==> config.mk <==
export PLATFORM = sky130hd
export DESIGN_NAME = data_memory
export DESIGN_NICKNAME = d
export VERILOG_FILES = /design/src/rtl/data_memory.sv
export SDC_FILE = /design/constraint.sdc
export NUM_CORES = 2
export LEC_CHECK = 0
export CAP_MARGIN = 0
export CORE_MARGIN = 1.5
export CORE_UTILIZATION = 55
export DETAILED_ROUTE_END_ITERATION = 10
export PLACE_DENSITY_LB_ADDON = 0.15
export REMOVE_ABC_BUFFERS = 1
export SLEW_MARGIN = 20
export SYNTH_ARGS = -nofsm -noshare
export SYNTH_HDL_FRONTEND = slang
export SYNTH_SLANG_ARGS = --single-unit
==> constraint.sdc <==
create_clock -name clock -period 72.5 [get_ports clock]
set_clock_uncertainty 0.1 [all_clocks]
set_input_delay 14.5 -clock clock [delete_from_list [all_inputs] [get_ports clock]]
set_output_delay 14.5 -clock clock [all_outputs]
set_load 0.01 [all_outputs]
==> src/rtl/data_memory.sv <==
// 64x32 little-endian word memory behind a fixed LATENCY-cycle access pipeline.
// Access completes LATENCY edges after acceptance; busywait stalls the requester until then.
module data_memory #(
    parameter int LATENCY = 5
) (
    input  logic        clock,
    input  logic        reset,
    input  logic        read,
    input  logic        write,
    input  logic [5:0]  address,
    input  logic [31:0] writedata,
    output logic [31:0] readdata,
    output logic        busywait
);

    typedef enum logic [1:0] {IDLE, BUSY, DONE} state_t;

    localparam logic [3:0] CNT_LOAD = 4'(LATENCY - 1);

    state_t      state;
    state_t      state_nxt;
    logic [3:0]  cnt;
    logic [5:0]  lat_addr;
    logic        lat_wr;
    logic [31:0] lat_wdata;
    logic [7:0]  mem [0:255];
    logic        accept;
    logic        complete;

    assign accept   = (state == IDLE) && (read || write);
    assign complete = (state == BUSY) && (cnt == 4'd0);

    // Gated by reset so a request held across reset never shows as busy.
    assign busywait = !reset && ((state == BUSY) || accept);

    always_ff @(posedge clock or posedge reset) begin
        if (reset) begin
            state <= IDLE;
        end else begin
            state <= state_nxt;
        end
    end

    always_comb begin
        state_nxt = state;
        case (state)
            IDLE:    if (read || write) state_nxt = BUSY;
            BUSY:    if (cnt == 4'd0) state_nxt = DONE;
            DONE:    state_nxt = IDLE;
            default: state_nxt = IDLE;
        endcase
    end

    // A simultaneous read and write is latched as a read.
    always_ff @(posedge clock or posedge reset) begin
        if (reset) begin
            cnt       <= 4'd0;
            lat_addr  <= 6'd0;
            lat_wr    <= 1'b0;
            lat_wdata <= 32'h0;
        end else if (accept) begin
            cnt       <= CNT_LOAD;
            lat_addr  <= address;
            lat_wr    <= write && !read;
            lat_wdata <= writedata;
        end else if ((state == BUSY) && (cnt != 4'd0)) begin
            cnt <= cnt - 4'd1;
        end
    end

    always_ff @(posedge clock or posedge reset) begin
        if (reset) begin
            readdata <= 32'h0;
            for (int i = 0; i < 256; i++) begin
                mem[8'(i)] <= 8'h0;
            end
        end else if (complete) begin
            if (lat_wr) begin
                mem[{lat_addr, 2'd0}] <= lat_wdata[7:0];
                mem[{lat_addr, 2'd1}] <= lat_wdata[15:8];
                mem[{lat_addr, 2'd2}] <= lat_wdata[23:16];
                mem[{lat_addr, 2'd3}] <= lat_wdata[31:24];
            end else begin
                readdata <= {mem[{lat_addr, 2'd3}], mem[{lat_addr, 2'd2}],
                             mem[{lat_addr, 2'd1}], mem[{lat_addr, 2'd0}]};
            end
        end
    end

endmodule

## Word-level counts from Yosys, hierarchy flattened

Cells that the tools add are included.

- Multiplexer cells: 29
- $add $sub $neg: 1
- Reductions and logical operators: 21
- $lt $le $gt $ge: 8
- Bitwise operators: 6
- Equal/unequal tests: 3

Operators by type and width:

| operator | count |
|---|---|
| $bwmux W2048 | 4 |
| $bmux W8 S8 | 4 |
| $demux W8 S8 | 4 |
| $mux W8 | 12 |
| $ge A9 B9 Y1 const B | 4 |
| $lt A9 B1 Y1 const B | 4 |
| $not A8 Y9 | 4 |
| $logic_and A1 B1 Y1 | 9 |
| $mux W4 | 2 |
| $reduce_and A2 Y1 | 3 |
| $logic_not A4 Y1 | 1 |
| $mux W2 | 2 |
| $pmux W2 S2 | 1 |
| $reduce_bool A4 Y1 | 1 |
| $sub A4 B1 Y4 const B | 1 |
| $reduce_and A3 Y1 | 1 |
| $eq A2 B1 Y1 const B | 1 |
| $logic_not A1 Y1 | 2 |
| $logic_not A2 Y1 | 1 |
| $logic_or A1 B1 Y1 | 2 |
| $ne A2 B1 Y1 const B | 1 |
| $ne A2 B2 Y1 const B | 1 |
| $not A1 Y1 | 2 |
| $reduce_bool A2 Y1 | 1 |

- Register bits after elaboration: 2125
- Output and inout bits: 33
- Bits of input ports: 42
- Word-level logic and storage cells: 330

## Logic depth before layout (Yosys ltp)

- Depth after elaboration: 9
- Gate-level depth with buffers: 11
- Mapped depth without buffers: 8

## Worst setup path before layout

Ideal clock, no wire load.

- Kind: input -> register
- Start point: in reset
- End point: reg mem[288] (netlist name) (enable)
- Slack: 28.738 ns
- Required time: 71.939 ns
- Stages: 3
- Setup time: 0.461 ns
- Path buffers: 0
- Arrival time: 43.201 ns
- Path through: inv_1 -> nand2_1 -> nor3_1

- Longest elaborated chain between the ends: 2

Ends and longest elaborated chain:

| item | line | text |
|---|---|---|
| start, declared | 7 | `input logic reset,` |
| $not A1 Y1 (no source line) | -- |  |
| $reduce_and A3 Y1 (no source line) | -- |  |
| end signal, assigned by index | 79 | `mem[{lat_addr, 2'd0}] <= lat_wdata[7:0];` |
| end signal, assigned by index | 80 | `mem[{lat_addr, 2'd1}] <= lat_wdata[15:8];` |
| end signal, assigned by index | 81 | `mem[{lat_addr, 2'd2}] <= lat_wdata[23:16];` |
| end, declared | 26 | `logic [7:0] mem [0:255];` |

Every way passes these cells.
A chain may end at the register's enable or synchronous reset.

## Worst setup path after layout

- Start point: in read
- End point: out busywait

- Longest elaborated chain between the ends: 4

Ends and longest elaborated chain:

| item | line | text |
|---|---|---|
| start, declared | 8 | `input logic read,` |
| $logic_or A1 B1 Y1 | 30 | `assign accept = (state == IDLE) && (read \|\| write);` |
| $logic_and A1 B1 Y1 | 30 |  |
| $logic_or A1 B1 Y1 | 34 | `assign busywait = !reset && ((state == BUSY) \|\| accept);` |
| $logic_and A1 B1 Y1 | 34 |  |
| end, declared | 13 | `output logic busywait` |

Every way passes these cells.

==> results.yml <==
final_layout:
  fin_nets: 5899
  fin_area_sq_mm: 0.101
  mostFrequentLayoutCell: "mux2_2"
  area_growth_syn_to_layout_pct: 11.3
  final_cells: 8221
  final_util_pct: 61.9
  drive_above_1_share_pct: 32.7
  fillers: 12247
  mostFrequentLayoutCells: "mux2_2, dfrtp_1, edfxtp_1"
yosys:
  seq_area_frac_synth_pct: 64.2
  ys.warnings.count: 0
  ys_types: 70
  syn_inst: 5907
  synth_ff_type: "dfrtp_1"
  synth-seq-cells: 2125
  syn_avg_cell_area_sq_um: 15.4
  synth_edf_count: 1024
  ys_async_sr_fraction_pct: 51.8
  synth_area_sq_mm: 0.0908
power_and_ir_drop:
  powerDensity_mw_per_mm2: 39.9
  cellLeakagePower_nw: 41.1
  vdd_drop_max_v: 0.0000601
floorplan:
  top_level_ports: 75
  die_area_sq_mm: 0.168
  die_h_um: 409
  start_util_pct: 55.6
  die_w_um: 409
  rows: 148
  core_area_sq_mm: 0.163
grt:
  overflow: 0
  grt_util_all_layers_pct: 36.2
  grt_max_degree: 190
  antenna_found_initial: 24
  grt_pass1_vias: 56307
  grt_pass1_wl_um: 430000
clocking:
  numCtsBuffers: 212
  post_cts_resized: 0
  htreeDepth: 4
  cts_sinks: 2125
  cts_root_buffer: "clkbuf_16"
  clock_latency_ns: 0.86
  clk_pin_slew_worst_paths_ns: 0.06
  cts_setup_buffers: 0
  cts_hold_buffers: 0
  clockBufferDepth: 3
  cts_tree: "built"
sta:
  setup_viol: 0
  worst_slack_ns: 41.31
  hold_viol: 0
  relSlewSlack_pct: 10.4
  post-route-period-util_pct: 43.0
  min_period_ns: 31.19
  tightest_slew_ns: 1.33
  tns_ns: 0
  fmax_ghz: 0.0321
  rsz0062_at_grt: "no"
  drv_slew: 0
drt:
  ant_nets: 0
  wl_per_cell_um: 36.9
  viasPerCell: 6.96
  first_iter_violations: 7727
  vias: 57183
  drc_errors: 0
  drtPass1Iterations: 7
  drt-total-wl_um: 303000
worst_setup_path:
  cp_max_fo: 46
  crit_type: "input pin to output port"
  endpoint_kind: "output port"
  crit_required_ns: 57.90
  crit_arrival_ns: 16.59
  startpoint_type: "input pin"
place:
  dp_slack_ns: 41.31
  numPortBuffers: 74
  hpwl_um: 171000
  place_area_sq_mm: 0.0937
  dp_cells: 7814
  routabilityCongestion: 0.900
run_status:
  run_status: "finished clean"
hold_path:
  hp-class: "flip-flop to flip-flop"
flow_run:
  maxCapViolations: 0
layout make-up:
cell class              instances  area (sq um)  share of cell area, %
multi-input cells            3198         30000                   29.7
inverters                       7          41.3                 0.0409
clock buffers                 280          5950                   5.89
diodes                          4          10.0                0.00990
well taps                    2175          2720                   2.69
flip-flops and latches       2125         58400                   57.8
clock inverters               120          1270                   1.26
repair buffers                312          2700                   2.67
report_power, final:
part / internal [mW] / switching [mW]
sequential: 1.43 / 0.120
combinational: 0.383 / 0.957
clock: 0.653 / 0.482
total: 2.47 / 1.56
final timing paths:
check | from | to | slack [ns] | cells after the start
max | read | busywait | 41.31 | 6
min | mem[1709] | mem[1709] | 0.40 | 1
max reg2reg | lat_addr[1] | readdata[3] | 66.34 | 10
min reg2reg | mem[1709] | mem[1709] | 0.40 | 1
max in group asynchronous | reset | mem[1305] | 54.28 | 8
min in group asynchronous | reset | mem[1858] | 14.10 | 2
kinds of logic after synthesis:
group                      after synthesis  share of synthesized area, %
buffers and inverters                  584                          3.39
muxes                                 1621                          21.1
AOI/OAI and AO/OA                      917                          7.43
and+or+nand+nor                        657                          3.81
xor gates and xnor gates                 2                        0.0193
adders and majority gates                1                        0.0138
DFF                                   2125                          64.2
synthesized netlist by cell type, types with 8 or more instances:
cell          n  area share [%]
mux2i_1     363             4.0
buf_6        33            0.41
dfrtp_1    1101              30
o22a_1       18            0.17
buf_2       102            0.56
and3_1      263             1.8
a221oi_1    241             2.3
a22o_1       28            0.27
a221o_1      15            0.17
o21ai_0     127            0.70
edfxtp_1   1024              34
a211oi_1     13            0.11
nor2_1      149            0.62
buf_1        47            0.19
a21oi_1      81            0.45
clkbuf_1    258             1.1
a31oi_1      27            0.19
nor2b_1       9           0.062
nor3_1       45            0.25
mux2_2     1133              14
nand4_1      10           0.069
o2bb2ai_1     8           0.077
o211ai_1     11           0.091
o22ai_1      96            0.66
buf_4       137             1.1
o2111ai_1    11            0.11
mux4_2      123             3.1
and2_1        9           0.062
o221ai_1     10           0.096
a22oi_1     176             1.5
o32a_1       20            0.22
nand3_1      48            0.26
nand2_1      90            0.37
critical path: stages:
cell and delay, ns:
clkdlybuf4s50_1 0.49, o21a_2 0.14, buf_4 0.56, inv_1 0.16
a21oi_1 0.18, clkdlybuf4s50_1 0.56
sequential cells by signal (all words and copies together), names as in the netlist:
signal,cells
cnt,4
state,2
readdata,32
lat_addr,6
lat_wr,1
mem,2048
lat_wdata,32
stage by stage:
stage / power [mW] / hold slack [ns]
finish: 4.03 / 0.400
global route: 4.11 / 0.409
CTS: 3.99 / 0.401
detailed placement: 2.87 / 0.387
global placement: 2.85 / 0.378
floorplan: 2.33 / 0.372
metal layers:
| layer | vias up | GRT usage [%] | wire [um] |
|---|---|---|---|
| li1 | 22758 | - | - |
| met4 | 20 | 19.6 | 19700 |
| met5 | - | 0 | 136 |
| met1 | 30126 | 49.0 | 115000 |
| met3 | 792 | 9.88 | 35600 |
| met2 | 3487 | 53.3 | 133000 |
(Power assumes the default switching activity.)
